--- config.mk ---
export PLATFORM = sky130hd
export DESIGN_NAME = stream_mux_rr
export DESIGN_NICKNAME = d
export VERILOG_FILES = /design/src/rtl/stream_mux_rr.sv
export SDC_FILE = /design/constraint.sdc
export NUM_CORES = 1
export LEC_CHECK = 0
export CORE_UTILIZATION = 30
export CTS_CLUSTER_SIZE = 10
export DETAILED_ROUTE_END_ITERATION = 8
export GPL_ROUTABILITY_DRIVEN = 0
export PLACE_DENSITY_LB_ADDON = 0.25
export SLEW_MARGIN = 15
export SYNTH_ARGS = -nofsm -noshare
export SYNTH_HDL_FRONTEND = slang
export SYNTH_SLANG_ARGS = --single-unit
--- constraint.sdc ---
create_clock -name clk -period 2.3 [get_ports clk]
set_input_delay 0.23 -clock clk [delete_from_list [all_inputs] [get_ports clk]]
set_output_delay 0.23 -clock clk [all_outputs]
set_load 0.02 [all_outputs]
--- src/rtl/stream_mux_rr.sv ---
// CH-to-1 registered stream multiplexer with a round-robin arbiter and a channel-index tag.
// Optional macro STREAM_MUX_FORCE_SEL_EN adds force_en/force_sel to pin the grant to one channel.
module stream_mux_rr #(
    parameter int N     = 32,
    parameter int CH    = 4,
    parameter int SEL_W = 2
) (
    input  logic              clk,
    input  logic              rst,
    input  logic [CH*N-1:0]   in_data,
    input  logic [CH-1:0]     in_valid,
    output logic [CH-1:0]     in_ready,
`ifdef STREAM_MUX_FORCE_SEL_EN
    input  logic              force_en,
    input  logic [SEL_W-1:0]  force_sel,
`endif
    output logic [N-1:0]      out_data,
    output logic [SEL_W-1:0]  out_sel,
    output logic              out_valid,
    input  logic              out_ready
);

    logic [SEL_W-1:0] ptr_reg;
    logic [SEL_W-1:0] ptr_next;
    logic [N-1:0]     data_reg;
    logic [N-1:0]     data_next;
    logic [SEL_W-1:0] sel_reg;
    logic [SEL_W-1:0] sel_next;
    logic             valid_reg;
    logic             valid_next;

    logic             space;
    logic             accept;
    logic             ptr_upd;
    logic [CH-1:0]    hi_mask;
    logic [CH-1:0]    hi_req;
    logic [CH-1:0]    rr_req;
    logic [CH-1:0]    grant_rr;
    logic [CH-1:0]    grant;
    logic [SEL_W-1:0] win_idx;
    logic [N-1:0]     win_data;

    // OR-chains collapse the one-hot grant into an index and a data word.
    logic [SEL_W-1:0] idx_chain  [CH+1];
    logic [N-1:0]     data_chain [CH+1];

    assign space = !valid_reg || out_ready;

    generate
        for (genvar gi = 0; gi < CH; gi++) begin : g_mask
            assign hi_mask[gi] = (SEL_W'(gi) >= ptr_reg);
        end
    endgenerate

    // Requests at or above ptr take priority; if none, wrap to the lowest valid channel.
    assign hi_req   = in_valid & hi_mask;
    assign rr_req   = (|hi_req) ? hi_req : in_valid;
    assign grant_rr = rr_req & (~rr_req + CH'(1));

`ifdef STREAM_MUX_FORCE_SEL_EN
    logic [CH-1:0] force_hit;

    generate
        for (genvar gi = 0; gi < CH; gi++) begin : g_force
            assign force_hit[gi] = (force_sel == SEL_W'(gi));
        end
    endgenerate

    // A force_sel outside the channel range matches no bit and so grants nothing.
    assign grant   = force_en ? (in_valid & force_hit) : grant_rr;
    assign ptr_upd = accept && !force_en;
`else
    assign grant   = grant_rr;
    assign ptr_upd = accept;
`endif

    assign idx_chain[0]  = '0;
    assign data_chain[0] = '0;

    generate
        for (genvar gi = 0; gi < CH; gi++) begin : g_enc
            assign idx_chain[gi+1]  = idx_chain[gi]  | (grant[gi] ? SEL_W'(gi) : '0);
            assign data_chain[gi+1] = data_chain[gi] | (grant[gi] ? in_data[gi*N +: N] : '0);
        end
    endgenerate

    assign win_idx  = idx_chain[CH];
    assign win_data = data_chain[CH];

    // Reset holds every channel off so no source believes a transfer happened.
    assign in_ready = rst ? '0 : (grant & {CH{space}});
    assign accept   = |(in_valid & in_ready);

    always_comb begin
        ptr_next   = ptr_reg;
        data_next  = data_reg;
        sel_next   = sel_reg;
        valid_next = valid_reg;
        if (accept) begin
            data_next  = win_data;
            sel_next   = win_idx;
            valid_next = 1'b1;
        end else if (valid_reg && out_ready) begin
            valid_next = 1'b0;
        end
        if (ptr_upd) begin
            ptr_next = (win_idx == SEL_W'(CH - 1)) ? '0 : win_idx + SEL_W'(1);
        end
    end

    always_ff @(posedge clk or posedge rst) begin
        if (rst) begin
            ptr_reg   <= '0;
            data_reg  <= '0;
            sel_reg   <= '0;
            valid_reg <= 1'b0;
        end else begin
            ptr_reg   <= ptr_next;
            data_reg  <= data_next;
            sel_reg   <= sel_next;
            valid_reg <= valid_next;
        end
    end

    assign out_data  = data_reg;
    assign out_sel   = sel_reg;
    assign out_valid = valid_reg;

endmodule

==> results.md, run 1 <==
* Finished Layout Cells at 566
* DIE HEIGHT at 95.0 µm
* Remaining DRCs at 0
* Compound-Gate Fraction of Synth Area at 14.7%
* Vias in the first global route at 2801
* Wirelength per Cell at 15.8 µm
* Largest family of logic cells by synthesized area: simple AND/OR/NAND/NOR gates
* Routed Antenna Nets at 0
* Initial Util at 31.3%
* Hold/Removal Path Class: in -> async
* Clock Tree Buf Depth at 2
* Htree depth at 2
* Startpoint types: input pin
* Reg clk slew, reported paths at 0.07 ns
* Worst path bufs/invs at 3
* Post-Synthesis Cell Area at 2590 µm²
* Most frequent cells in the layout: clkdlybuf4s50_1 (170), nand2_1 (66), dfrtp_1 (37), inv_1 (36)
* CP arrival at 1.96 ns
* R2R setup slack at 0.33 ns
* RSZ-0062 raised after global routing: false
* Iter 0 DRT Violations at 92
* Fill cell count at 776
* Max cap viols at 0
* Slew @ Worst Pin at 0.482 ns
* CP most frequent cell: clkdlybuf4s50_1
* Commonest non-fill, non-tap cell in the layout: clkdlybuf4s50_1
* Detail Placement HPWL at 6.76 mm
* Reg-to-reg endpoint: out_data[0]
* Post-placement cell count at 558
* CP Capture Type: output pin
* Layout cells sized above 1 at 12.6%
* Final setup viols at 0
* Period utilization at 95.1%
* Clk_skew at 0.00475 ns
* Post-Synth Simple-Gate Area at 20.2%
* Mapped Nets at 425
* IO Count at 174
* Critical Path Start: in_valid[3]
* Post-synthesis mux area share at 18.5%
* F_max at 457 MHz
* Slew Limit Fails at 0
* XOR/XNOR share of the synthesized area at 0%
* Die W at 95.0 µm
* Clock Latency Late Sink at 0.29 ns
* Cell Area, Placed at 4460 µm²
* Fin crit period at 2.19 ns
* Worst VDD drop at 0.548 mV
* Avg Cell Area, Syn at 8.94 µm²
* Crit-path max cell delay at 0.62 ns
* Leakage power at 2.01 nW
* Fin area at 4550 µm²
* Power Density at 1010 nW/µm²
* Pin count of the biggest net entering global routing at 38
* Multi-input logic area at 1390 µm²
* Worst r2r src: ptr_reg[1]
* Row count at 33
* DR vias at 2856
* Ys Warns at 0
* Die area at 9020 µm²
* Nets at 595
* Number of flip-flops in the largest register at 32
* Crit path max fanout at 16
* Slowest cell on the critical path: clkdlybuf4s50_1
* First-pass GRT wire length at 13.7 mm
* Worst path cell trace: clkdlybuf4s50_1, buf_6, nand3_1, nor2_1, clkdlybuf4s50_1
* Vias per cell at 5.05
* Worst Reg-to-Reg Cells at 6
* Clk root buf: clkbuf_8
* CP delay by family, top: buffers and inverters
* Slew margin rel. at 67.8%
* Synth Instances at 290
* Flip-flop and latch area at 926 µm²
* Input/output buffers at 173
* TritonCTS buffer count at 5
* CTS tree: built
* Crit Path Class: in -> out
* Instance count on the critical path at 5
* Worst Path Required at 2.07 ns
* Critical path endpoint: in_ready[3]
* Area share of fa/ha/maj cells after synthesis at 0%
* Core area at 8300 µm²
* Synth unique cells at 29
* Final hold vios at 0
* Total GRT Usage at 19.8%
* DR pass1 iterations at 4
* Outcome: finished clean
* Synth Register Bits at 37
* Antenna cell count at 0
* Register area share after synthesis at 35.7%
* Initial antenna violation count at 0
* GR Overflow Total at 0
* Clock net sink count at 37
* Final wirelength at 8.95 mm
* Area Overhead vs Synth at 75.4%
[power by group]
group	total, W	internal (W)	leakage (nW)	switching, W
Sequential	0.00117	0.000972	0.453	0.000200
Combinational	0.00297	0.00157	1.52	0.00141
Clock	0.000447	0.000216	0.0395	0.000231
Total	0.00459	0.00275	2.01	0.00184
[cells in the mapped netlist]
cell       instances  area share, %
nand2_1           66            9.6
dfrtp_1           37             36
inv_1             37            5.4
nand4_1           32            7.7
o2111ai_1         32             11
mux2_4            26             15
clkbuf_1          18            2.6
mux2_2             7            3.0
nor2b_1            5            1.2
nor2_1             4           0.58
buf_6              3            1.3
o21ai_1            3           0.58
a211oi_2           2           0.96
buf_8              2            1.2
nand3_1            2           0.39
a21o_1             1           0.29
a21oi_1            1           0.19
a31o_1             1           0.34
a32o_1             1           0.39
and2_1             1           0.24
buf_2              1           0.19
buf_4              1           0.29
mux2i_1            1           0.39
nand2b_1           1           0.24
nor3b_1            1           0.29
o21ai_0            1           0.19
o21bai_1           1           0.29
o2bb2ai_1          1           0.34
o31a_1             1           0.34
[tightest hold or removal path, cell delays in order]
cell	delay, ns
clkdlybuf4s50_1	0.41
clkinv_1	0.08
buf_4	0.42
[area by class of cell]
| class | instances | share of cell area (%) |
|---|---|---|
| inverter | 37 | 3.05 |
| timing repair buffer | 188 | 41.3 |
| sequential | 37 | 20.4 |
| clock buffer | 8 | 1.76 |
| tap | 105 | 2.89 |
| multi-input combinational | 191 | 30.6 |
[worst min path at each step]
stage	end	slack (ns)	cells past startpoint	start
3_3_place_gp	out_data[3]	0.49	1	out_data[3]
3_5_place_dp	out_data[15]	0.49	1	out_data[15]
6_report	out_data[4]	0.41	3	rst
2_1_floorplan	out_valid	0.41	2	out_ready
5_1_grt	out_data[1]	0.48	3	rst
4_1_cts	ptr_reg[0]	0.43	3	rst
[through the flow]
step	power (W)	setup WS, ns	util (%)	TNS, ns	hold slack, ns
final	0.00459	0.112	54.8	0	0.408
after global routing	0.00486	0.00128	54.8	0	0.481
after CTS	0.00463	0.00281	54.7	0	0.432
after detailed placement	0.00417	-0.0184	53.7	-0.0659	0.493
after global placement	0.00411	0.0399	53.7	0	0.489
after floorplan	0.00291	0.0301	-	0	0.414
[layer usage]
layer / up-vias / wire, µm / track usage, %
li1: 1372 / - / -
met5: - / 0 / 0
met3: 12 / 629 / 4.59
met4: 0 / 116 / 4.29
met1: 1368 / 3670 / 24.0
met2: 104 / 4540 / 35.3
[timing repair]
| action | CTS | global route |
|---|---|---|
| endpoints found under the hold margin | 0 | 0 |
| gates resized for setup | 0 | 4 |
| setup buffers | 0 | 0 |
| setup endpoints to repair | 0 | 4 |
| hold buffers | 0 | 0 |
[kinds of logic after synthesis]
| logic type | after synthesis |
|---|---|
| simple gates | 112 |
| compound gates | 45 |
| flops | 37 |
| buf+inv | 62 |
| mux | 34 |
Power figures use the tool's default switching activity.
==> run 2, diff against run 1 <==
CTS_CLUSTER_SIZE = unset   (was 10)
==> results of run 2 <==
The final DEF is identical to that of run 1; final timing and power are the same.
==> run 3, diff against run 2 <==
CORE_MARGIN = 3   (was unset)
clock period = 2.2 ns   (was 2.3 ns; I/O delays follow)
==> run 3 against run 2 <==
Effect of this change: first-iteration DRC count fell by 18%; critical path depth did not move; register-to-register slack got worse by 0.12 ns; combinational power rose by 5%; utilization rose by 0.74 points; critical path type is now reg -> out; largest cell class unchanged.
==> results.md, run 3 (synthesis results as in run 1) <==
* Outcome: finished clean (unchanged)
* Slowest cell on the critical path: dfrtp_1 (was clkdlybuf4s50_1)
* Slew margin rel. at 67.8% (about the same)
* Iter 0 DRT Violations at 75 (was 92)
* Crit-path max cell delay at 0.48 ns (was 0.62 ns)
* F_max at 499 MHz
* Reg power frac at 24.7% (was 25.5%)
* Wirelength per Cell at 16.7 µm (was 15.8 µm)
* Total GRT Usage at 18.9% (was 19.8%)
* Vias per cell at 5.04 (was 5.05)
* Worst Path Required at 1.98 ns (was 2.07 ns)
* TritonCTS buffer count at 5 (unchanged)
* Pin count of the biggest net entering global routing at 38 (unchanged)
* Clock network power share at 12.6% (was 9.7%)
* Crit Path Class: reg -> out (was in -> out)
* IO Count at 174 (unchanged)
* Most frequent cells in the layout: clkdlybuf4s50_1 (168), nand2_1 (66), inv_1 (36), dfrtp_1 (36) (was clkdlybuf4s50_1 (170), nand2_1 (66), dfrtp_1 (37), inv_1 (36))
* Htree depth at 2 (unchanged)
* Hold/Removal Path Class: in -> async (unchanged)
* Initial antenna violation count at 0 (unchanged)
* Worst path cell trace: inv_1, o21ai_1, nand3_1, nor2_1, dlygate4sd2_1 (was clkdlybuf4s50_1, buf_6, nand3_1, nor2_1, clkdlybuf4s50_1)
* Final hold vios at 0 (unchanged)
* Combinational Power Share at 62.7% (was 64.7%)
* CP arrival at 1.78 ns (was 1.96 ns)
* Switching Power at 0.00194 W (was 0.00184 W)
* Fin area at 4610 µm² (was 4550 µm²)
* First-pass GRT wire length at 14.9 mm (was 13.7 mm)
* Final setup viols at 0 (unchanged)
* RSZ-0062 raised after global routing: false (unchanged)
* Clock Tree Buf Depth at 2 (unchanged)
* Row count at 33 (unchanged)
* Core area at 8300 µm² (unchanged)
* Remaining DRCs at 0 (unchanged)
* Cts hold-fix bufs at 0 (unchanged)
* Clk root buf: clkbuf_8 (unchanged)
* Worst VDD drop at 0.513 mV (was 0.548 mV)
* R2R setup slack at 0.21 ns (was 0.33 ns)
* Power Internal at 0.00303 W (was 0.00275 W)
* Nets at 598 (was 595)
* Startpoint types: flip-flop (was input pin)
* Layout cells sized above 1 at 14.2% (was 12.6%)
* CP Capture Type: output pin (unchanged)
* Reg clk slew, reported paths at 0.08 ns (was 0.07 ns)
* Slew @ Worst Pin at 0.484 ns (was 0.482 ns)
* Number of flip-flops in the largest register at 32 (unchanged)
* Final wirelength at 9.48 mm (was 8.95 mm)
* Leakage power at 2.03 nW (was 2.01 nW)
* Slew Limit Fails at 0 (unchanged)
* Cell Area, Placed at 4480 µm² (was 4460 µm²)
* Detail Placement HPWL at 7.14 mm (was 6.76 mm)
* Antenna cell count at 0 (unchanged)
* Crit path max fanout at 7 (was 16)
* Initial Util at 31.3% (unchanged)
* Die W at 99.0 µm (was 95.0 µm)
* GR Overflow Total at 0 (unchanged)
* Clock net sink count at 37 (unchanged)
* CTS tree: built (unchanged)
* Input/output buffers at 173 (unchanged)
* Finished Layout Cells at 569 (was 566)
* Net Sw Frac at 39.0% (was 40.0%)
* Period utilization at 91.1%
* Clk_skew at 0.00390 ns (was 0.00475 ns)
* Power Total at 0.00497 W (was 0.00459 W)
* Die area at 9800 µm² (was 9020 µm²)
* Post-placement cell count at 561 (was 558)
* DIE HEIGHT at 99.0 µm (was 95.0 µm)
* Fin crit period at 2.00 ns
* Commonest non-fill, non-tap cell in the layout: clkdlybuf4s50_1 (unchanged)
* DR pass1 iterations at 4 (unchanged)
* Max cap viols at 0 (unchanged)
* Power Density at 1080 nW/µm² (was 1010 nW/µm²)
* DR vias at 2868 (was 2856)
* Vias in the first global route at 3038 (was 2801)
* Clock Latency Late Sink at 0.29 ns (about the same)
* Routed Antenna Nets at 0 (unchanged)
* Area Overhead vs Synth at 77.8% (was 75.4%)
[run 3: layout make-up]
class	instances	area, µm²
fill	767	3690
clock inverter	2	37.5
timing repair buffer	191	1900
sequential	37	927
clock buffer	6	82.6
multi-input combinational	191	1390
tap	105	131
inverter	37	143
[run 3: worst paths after layout]
path,from,to,cells past startpoint
max,ptr_reg[0],in_ready[1],5
min,rst,out_valid,3
max reg2reg,ptr_reg[0],out_data[19],7
min reg2reg,out_data[11],out_data[11],1
max in group asynchronous,rst,ptr_reg[1],3
min in group clk,out_data[11],out_data[11],1
[run 3: stage by stage]
stage          setup TNS, ns  setup slack [ns]  utilization, %  hold slack, ns
4_1_cts                    0            0.0229            55.4           0.449
3_5_place_dp           -1.56           -0.0769            54.0           0.495
5_1_grt                    0            0.0854            55.6           0.499
6_report                   0             0.195            55.6           0.428
2_1_floorplan              0             0.260               -           0.184
3_3_place_gp          -0.748           -0.0526            54.0           0.489
[run 3: what timing repair did]
| item | CTS | global route |
|---|---|---|
| hold endpoints to repair | 0 | 0 |
| setup endpoints to repair | 3 | 1 |
| gates resized for setup | 3 | 4 |
| buffers inserted | 0 | 0 |
[run 3: metal layers]
layer | vias to the layer above | global-route usage (%) | part of all wire, %
met2 | 116 | 33.6 | 50
met4 | 0 | 5.78 | 2.0
met3 | 18 | 4.46 | 7.0
met5 | - | 0 | 0
met1 | 1359 | 22.5 | 41
li1 | 1375 | - | -
[run 3: critical path, delay by kind of cell, from the launching register on]
family                 cells  cell delay, ns
DFF                        1            0.48
AOI/OAI and AO/OA          1            0.15
buffers and inverters      2            0.49
and+or+nand+nor            2            0.38
[run 3: power groups by stage]
stage	clock [W]	combinational, W	sequential (W)
floorplan	0	0.00145	0.00159
global placement	0	0.00311	0.00123
detailed placement	0	0.00316	0.00123
CTS	0.000649	0.00315	0.00123
global route	0.000668	0.00334	0.00128
finish	0.000628	0.00312	0.00123
